==> config.mk <==
export PLATFORM = sky130hd
export DESIGN_NAME = multicycle_control_fsm_flat
export DESIGN_NICKNAME = d
export VERILOG_FILES = /design/src/rtl/multicycle_control_fsm_if.sv /design/src/rtl/multicycle_control_fsm.sv /design/src/flat_wrapper.sv
export SDC_FILE = /design/constraint.sdc
export NUM_CORES = 1
export LEC_CHECK = 0
export BUFFER_PORTS_ARGS = -buffer_cell sky130_fd_sc_hd__buf_4
export CORE_MARGIN = 1.5
export CORE_UTILIZATION = 58
export CTS_BUF_LIST = sky130_fd_sc_hd__clkbuf_16
export CTS_CLUSTER_DIAMETER = 30
export DETAILED_ROUTE_END_ITERATION = 10
export PLACE_DENSITY = 0.85
export SETUP_SLACK_MARGIN = 0.15
export SLEW_MARGIN = 20
export SYNTH_ARGS = -nofsm -noshare
export SYNTH_HDL_FRONTEND = slang
export SYNTH_SLANG_ARGS = --single-unit
==> constraint.sdc <==
create_clock -name clk -period 4.44 [get_ports clk]
set_clock_uncertainty 0.2 [all_clocks]
set_input_delay 0.666 -clock clk [delete_from_list [all_inputs] [get_ports clk]]
set_output_delay 0.666 -clock clk [all_outputs]
set_load 0.005 [all_outputs]
==> src/rtl/multicycle_control_fsm_if.sv <==
`default_nettype none
// ============================================================================
// multicycle_control_fsm_if : decode inputs, datapath strobes and status
// Rev 1.0
// ============================================================================
interface multicycle_control_fsm_if;
    logic [6:0]  opcode;
    logic [2:0]  funct3;
    logic        funct7b5;
    logic        zero;
    logic        mem_ready;
    logic        mem_read;
    logic        mem_write;
    logic        iord;
    logic        ir_write;
    logic        pc_write;
    logic        pc_src;
    logic        reg_write;
    logic [1:0]  wb_sel;
    logic        alu_src_b;
    logic [3:0]  alu_op;
    logic [2:0]  state;
    logic [31:0] instret;
    logic        halted;
    logic        error;

    modport master (
        input  opcode, funct3, funct7b5, zero, mem_ready,
        output mem_read, mem_write, iord, ir_write, pc_write, pc_src,
               reg_write, wb_sel, alu_src_b, alu_op, state, instret, halted, error
    );

    modport slave (
        output opcode, funct3, funct7b5, zero, mem_ready,
        input  mem_read, mem_write, iord, ir_write, pc_write, pc_src,
               reg_write, wb_sel, alu_src_b, alu_op, state, instret, halted, error
    );
endinterface
`default_nettype wire

==> src/rtl/multicycle_control_fsm.sv <==
`default_nettype none
// ============================================================================
// multicycle_control_fsm : RV32I multi-cycle sequencer with memory watchdog
// Rev 1.0
// ============================================================================
module multicycle_control_fsm #(
    parameter int TIMEOUT = 16
) (
    input  wire logic               clk,
    input  wire logic               reset,
    multicycle_control_fsm_if.master bus
);
    typedef enum logic [2:0] {
        S_FETCH  = 3'd0,
        S_DECODE = 3'd1,
        S_EXEC   = 3'd2,
        S_MEM    = 3'd3,
        S_WB     = 3'd4,
        S_HALT   = 3'd5
    } state_t;

    localparam logic [6:0] c_OP_R    = 7'b0110011;
    localparam logic [6:0] c_OP_I    = 7'b0010011;
    localparam logic [6:0] c_OP_LW   = 7'b0000011;
    localparam logic [6:0] c_OP_SW   = 7'b0100011;
    localparam logic [6:0] c_OP_BR   = 7'b1100011;
    localparam logic [6:0] c_OP_JAL  = 7'b1101111;
    localparam logic [15:0] c_TIMEOUT = 16'(TIMEOUT);

    state_t      state_q, state_d;
    logic [31:0] instret_q, instret_d;
    logic        error_q, error_d;
    logic [15:0] wdog_q, wdog_d;

    logic        w_waiting, w_timeout, w_taken;
    logic        w_mem_read, w_mem_write, w_iord, w_ir_write, w_pc_write;
    logic        w_pc_src, w_reg_write, w_alu_src_b;
    logic [1:0]  w_wb_sel;
    logic [3:0]  w_alu_op;

    always_comb begin
        state_d     = state_q;
        instret_d   = instret_q;
        error_d     = error_q;
        wdog_d      = '0;
        w_mem_read  = 1'b0;
        w_mem_write = 1'b0;
        w_iord      = 1'b0;
        w_ir_write  = 1'b0;
        w_pc_write  = 1'b0;
        w_pc_src    = 1'b0;
        w_reg_write = 1'b0;
        w_wb_sel    = 2'd0;
        w_alu_src_b = 1'b0;
        w_alu_op    = 4'b0000;

        // Watchdog only runs while a memory access is outstanding; a ready on
        // the terminal count still completes the access.
        w_waiting = (state_q == S_FETCH) || (state_q == S_MEM);
        w_timeout = w_waiting && !bus.mem_ready && (wdog_q == c_TIMEOUT);
        w_taken   = ((bus.funct3 == 3'b000) && bus.zero) ||
                    ((bus.funct3 == 3'b001) && !bus.zero);
        if (w_waiting && !bus.mem_ready && !w_timeout)
            wdog_d = wdog_q + 16'd1;

        case (state_q)
            S_FETCH: begin
                w_mem_read = 1'b1;
                if (bus.mem_ready) begin
                    w_ir_write = 1'b1;
                    w_pc_write = 1'b1;
                    state_d    = S_DECODE;
                end else if (w_timeout) begin
                    state_d = S_HALT;
                    error_d = 1'b1;
                end
            end
            S_DECODE: begin
                case (bus.opcode)
                    c_OP_R, c_OP_I, c_OP_LW, c_OP_SW, c_OP_BR, c_OP_JAL:
                        state_d = S_EXEC;
                    default: begin
                        state_d = S_HALT;
                        error_d = 1'b0;
                    end
                endcase
            end
            S_EXEC: begin
                case (bus.opcode)
                    c_OP_R: begin
                        w_alu_op = {bus.funct7b5, bus.funct3};
                        state_d  = S_WB;
                    end
                    c_OP_I: begin
                        w_alu_src_b = 1'b1;
                        w_alu_op    = {(bus.funct3 == 3'b101) & bus.funct7b5, bus.funct3};
                        state_d     = S_WB;
                    end
                    c_OP_LW, c_OP_SW: begin
                        w_alu_src_b = 1'b1;
                        state_d     = S_MEM;
                    end
                    c_OP_BR: begin
                        w_alu_op   = 4'b1000;
                        w_pc_write = w_taken;
                        w_pc_src   = w_taken;
                        state_d    = S_FETCH;
                        instret_d  = instret_q + 32'd1;
                    end
                    c_OP_JAL: begin
                        w_pc_write  = 1'b1;
                        w_pc_src    = 1'b1;
                        w_reg_write = 1'b1;
                        w_wb_sel    = 2'd2;
                        state_d     = S_FETCH;
                        instret_d   = instret_q + 32'd1;
                    end
                    default: begin
                        state_d = S_HALT;
                        error_d = 1'b0;
                    end
                endcase
            end
            S_MEM: begin
                w_iord      = 1'b1;
                w_mem_read  = (bus.opcode == c_OP_LW);
                w_mem_write = (bus.opcode != c_OP_LW);
                if (bus.mem_ready) begin
                    if (bus.opcode == c_OP_LW) begin
                        state_d = S_WB;
                    end else begin
                        state_d   = S_FETCH;
                        instret_d = instret_q + 32'd1;
                    end
                end else if (w_timeout) begin
                    state_d = S_HALT;
                    error_d = 1'b1;
                end
            end
            S_WB: begin
                w_reg_write = 1'b1;
                w_wb_sel    = (bus.opcode == c_OP_LW) ? 2'd1 : 2'd0;
                state_d     = S_FETCH;
                instret_d   = instret_q + 32'd1;
            end
            S_HALT:  state_d = S_HALT;
            default: state_d = S_FETCH;
        endcase
    end

    // Strobes are gated by reset so nothing reaches the datapath mid-reset.
    assign bus.mem_read  = reset & w_mem_read;
    assign bus.mem_write = reset & w_mem_write;
    assign bus.iord      = reset & w_iord;
    assign bus.ir_write  = reset & w_ir_write;
    assign bus.pc_write  = reset & w_pc_write;
    assign bus.pc_src    = reset & w_pc_src;
    assign bus.reg_write = reset & w_reg_write;
    assign bus.wb_sel    = reset ? w_wb_sel : 2'd0;
    assign bus.alu_src_b = reset & w_alu_src_b;
    assign bus.alu_op    = reset ? w_alu_op : 4'b0000;
    assign bus.state     = state_q;
    assign bus.instret   = instret_q;
    assign bus.halted    = (state_q == S_HALT);
    assign bus.error     = error_q;

    always_ff @(posedge clk) begin
        if (!reset) begin
            state_q   <= S_FETCH;
            instret_q <= '0;
            error_q   <= 1'b0;
            wdog_q    <= '0;
        end else begin
            state_q   <= state_d;
            instret_q <= instret_d;
            error_q   <= error_d;
            wdog_q    <= wdog_d;
        end
    end
endmodule
`default_nettype wire

==> src/flat_wrapper.sv <==
// flat-port wrapper written by rule: the top's interface ports become plain ports
module multicycle_control_fsm_flat 
#(
    parameter int TIMEOUT = 16
)
  (clk, reset, bus_opcode, bus_funct3, bus_funct7b5, bus_zero, bus_mem_ready, bus_mem_read, bus_mem_write, bus_iord, bus_ir_write, bus_pc_write, bus_pc_src, bus_reg_write, bus_wb_sel, bus_alu_src_b, bus_alu_op, bus_state, bus_instret, bus_halted, bus_error);
  multicycle_control_fsm_if bus_i ();
  input  wire logic clk;
  input  wire logic reset;
  input wire logic [$bits(bus_i.opcode)-1:0] bus_opcode;
  input wire logic [$bits(bus_i.funct3)-1:0] bus_funct3;
  input wire logic [$bits(bus_i.funct7b5)-1:0] bus_funct7b5;
  input wire logic [$bits(bus_i.zero)-1:0] bus_zero;
  input wire logic [$bits(bus_i.mem_ready)-1:0] bus_mem_ready;
  output wire logic [$bits(bus_i.mem_read)-1:0] bus_mem_read;
  output wire logic [$bits(bus_i.mem_write)-1:0] bus_mem_write;
  output wire logic [$bits(bus_i.iord)-1:0] bus_iord;
  output wire logic [$bits(bus_i.ir_write)-1:0] bus_ir_write;
  output wire logic [$bits(bus_i.pc_write)-1:0] bus_pc_write;
  output wire logic [$bits(bus_i.pc_src)-1:0] bus_pc_src;
  output wire logic [$bits(bus_i.reg_write)-1:0] bus_reg_write;
  output wire logic [$bits(bus_i.wb_sel)-1:0] bus_wb_sel;
  output wire logic [$bits(bus_i.alu_src_b)-1:0] bus_alu_src_b;
  output wire logic [$bits(bus_i.alu_op)-1:0] bus_alu_op;
  output wire logic [$bits(bus_i.state)-1:0] bus_state;
  output wire logic [$bits(bus_i.instret)-1:0] bus_instret;
  output wire logic [$bits(bus_i.halted)-1:0] bus_halted;
  output wire logic [$bits(bus_i.error)-1:0] bus_error;
  assign bus_i.opcode = bus_opcode;
  assign bus_i.funct3 = bus_funct3;
  assign bus_i.funct7b5 = bus_funct7b5;
  assign bus_i.zero = bus_zero;
  assign bus_i.mem_ready = bus_mem_ready;
  assign bus_mem_read = bus_i.mem_read;
  assign bus_mem_write = bus_i.mem_write;
  assign bus_iord = bus_i.iord;
  assign bus_ir_write = bus_i.ir_write;
  assign bus_pc_write = bus_i.pc_write;
  assign bus_pc_src = bus_i.pc_src;
  assign bus_reg_write = bus_i.reg_write;
  assign bus_wb_sel = bus_i.wb_sel;
  assign bus_alu_src_b = bus_i.alu_src_b;
  assign bus_alu_op = bus_i.alu_op;
  assign bus_state = bus_i.state;
  assign bus_instret = bus_i.instret;
  assign bus_halted = bus_i.halted;
  assign bus_error = bus_i.error;
  multicycle_control_fsm #(.TIMEOUT(TIMEOUT)) u_core (.clk(clk), .reset(reset), .bus(bus_i));
endmodule
==> impl_metrics.csv <==
group,metric,value,unit
outcome,status,"completed",
cts,cts_max_path_buffers,2,
finish,utilization,74.1,%
yosys,synth_top_area_share,36.1,%
floorplan,ios,66,
finish,diodes,0,
yosys,ys_warn_count,0,
pwr,ir_drop,0.200,mV
critical_path,crit_path_frequent_cell,"buf_4",
timing,min_period_over_period,71.5,%
placement,hpwl,4820,µm
cts,cts_resized,0,
cts,clkSinkCount,52,
pwr,power.leakage,1.31,nW
floorplan,initial_core_util,60.7,%
yosys,synth_area_leaders,"dfxtp_1, nor2_1, xnor2_1",
floorplan,rows,25,
critical_path,arrival,2.31,ns
critical_path,slowest_stage,"inv_1",
yosys,synth_cells,351,
timing,slew_headroom,30.5,%
timing,rsz0062_at_grt,"false",
finish,nNetsFinal,426,
finish,regArea,1040,µm²
timing,period_minus_slack,3.17,ns
yosys,syn-num-nets,369,
global_routing,grt_max_degree,34,
floorplan,dieArea,5410,µm²
global_routing,antenna_found_initial,0,
timing,worst_slew_pin_slew,1.04,ns
drt,drt_pass1_iterations,4,
yosys,synth_top_cell_by_area,"dfxtp_1",
timing,setup_viol,0,
pwr,powerDensity,264,nW/µm²
drt,drc,0,
cts,cts-buffers-inserted,5,
floorplan,die_y,73.5,µm
job,cap_violations,0,
critical_path,path_class,"primary input to output port",
finish,multi_input_area,1710,µm²
cts,clock-root-buffer,"clkbuf_16",
drt,vias,2790,
finish,syn_to_final_growth,22.1,%
placement,io_buffers,65,
placement,post-place-cells,468,
cts,holdBufCountCts,0,
drt,routed_wl,6800,µm
yosys,ys_ff_latch,52,
critical_path,critPathMaxStageDelay,0.59,ns
drt,ant_nets,0,
global_routing,overflow,0,
yosys,syn-cell-area,2890,µm²
critical_path,worstSetupStartpointType,"primary input",
timing,setup_ws,1.27,ns
critical_path,path_delay_family,"buffers and inverters",
timing,finalHoldViolations,0,
cts,cts_setup_buffers,0,
critical_path,crit_path_end_kind,"output port",
yosys,ys_types,52,
timing,tns,0,ns
cts,clk-insertion-delay-late,0.29,ns
cts,clk_pin_slew,0.07,ns
cts,htreeDepth,2,
floorplan,die_w,73.5,µm
critical_path,cp_num_buf_inv,3,
critical_path,critPathRequiredTime,3.57,ns
finish,instances_no_fill,476,
placement,dp_slack,1.30,ns
drt,via_per_inst,5.86,
global_routing,grt_pass1_wl,11200,µm
yosys,seq_area_frac_synth,36.1,%
critical_path,path_max_fanout,27,
finish,drive_gt1_share,19.8,%
timing,fmax,0.315,GHz
min_path,hold_class,"register to register",
drt,drtIter0Drc,163,
global_routing,grt.total_usage,26.4,%
yosys,syn_avg_cell_area,8.22,µm²
floorplan,core_area,4750,µm²
finish,num-fill-cells,370,
timing,maxSlewViolCount,0,
global_routing,grt_pass1_vias,2448,
cts,cts_tree,"yes",
drt,wl_per_cell,14.3,µm
placement,place_congestion,0.859,
critical_path,path_cells,"buf_4, inv_1, nor2_1, and3_1, or2_2, buf_4",
[worst min-delay path: stages, from the launching register on]
cell and delay (ns):
dfxtp_1 0.32, nand2_1 0.06, mux2i_1 0.06
[through the flow]
step | total power [mW] | hold slack, ns | area (µm²)
after floorplan | 0.533 | 0.241 | 2890
after global placement | 0.560 | 0.257 | 3380
after detailed placement | 0.561 | 0.268 | 3380
after CTS | 0.938 | 0.288 | 3520
after global routing | 0.968 | 0.297 | 3520
final | 0.931 | 0.282 | 3520
[Yosys cell counts, drive strengths merged]
master	number
nor4	7
a211oi	8
o21ai	4
nand2	31
buf	7
and2b	1
and3	6
nor2	36
nand4b	1
mux2i	7
or4	10
nand3b	1
and4	3
xnor2	14
nor2b	6
inv	13
or4b	1
o21a	7
or3	4
nand4bb	1
a21boi	2
o41a	1
o22ai	1
o31a	4
o22a	1
a2111oi	3
nand3	22
o41ai	2
and2	5
or2	2
xor2	8
nor3	5
a31o	2
nand2b	9
a21oi	20
and4b	1
nor3b	4
nand4	12
ha	3
a21o	2
nor4b	4
dfxtp	52
o31ai	9
a2bb2oi	1
clkbuf	8
[layout make-up]
class,instances,area share (%)
clock buffer,5,3.55
inverter,13,1.39
clock inverter,3,0.604
multi-input combinational,271,48.7
tap,67,2.38
sequential,52,29.6
timing repair buffer,65,13.9
[placed cells by master (no fill, tap or decap), drive strengths merged, types with 3 or more instances in the layout]
cell type	Yosys	final
mux2i	7	7
o21a	7	7
nand2b	9	9
nor4b	4	4
and2	5	5
nor3	5	5
xor2	8	8
nand4	12	12
nor2b	6	6
o31ai	9	9
a211oi	8	8
xnor2	14	14
nand3	22	22
o31a	4	4
ha	3	3
nor3b	4	4
a21oi	20	20
a2111oi	3	3
or4	10	10
nand2	31	31
and3	6	6
or3	4	4
inv	13	14
nor4	7	7
buf	7	65
o21ai	4	4
and4	3	3
clkbuf	8	5
nor2	36	36
dfxtp	52	52
[registers in the layout, summed over array words and instances (netlist names)]
name / count
u_core.bus.error: 1
u_core.bus.instret: 32
u_core.bus.state: 3
u_core.wdog_q: 16
[routing by layer]
metal  up-vias  track usage [%]  wire length, µm  part of all wire, %
li1       1393                -                -                    -
met1      1326             32.4             3000                   44
met2        66             46.4             3400                   50
met3         5             6.04              339                  5.0
met4         0             6.79               61                 0.90
met5         -                0                0                    0
[report_power, final]
part / total [mW] / internal, mW / leakage, nW / switching [mW]
sequential: 0.478 / 0.470 / 0.419 / 0.00820
clock: 0.380 / 0.210 / 0.0702 / 0.170
combinational: 0.0739 / 0.0309 / 0.815 / 0.0429
[final timing paths]
path                                        startpoint                     end  slack (ns)  cells past startpoint
worst max-delay path                             reset            bus_pc_write        1.27                      6
worst min-delay path            u_core.bus.instret[22]  u_core.bus.instret[22]        0.28                      2
worst max register to register   u_core.bus.instret[8]  u_core.bus.instret[26]        1.75                      5
worst min register to register  u_core.bus.instret[22]  u_core.bus.instret[22]        0.28                      2
[cell families after synthesis]
kind of cell	synth area share (%)
and+or+nand+nor	32.3
AOI/OAI and AO/OA	16.7
DFF	36.1
buffers and inverters	4.51
xor gates and xnor gates	6.68
muxes	2.43
adders and majority gates	1.30
Power figures use the tool's default switching activity.
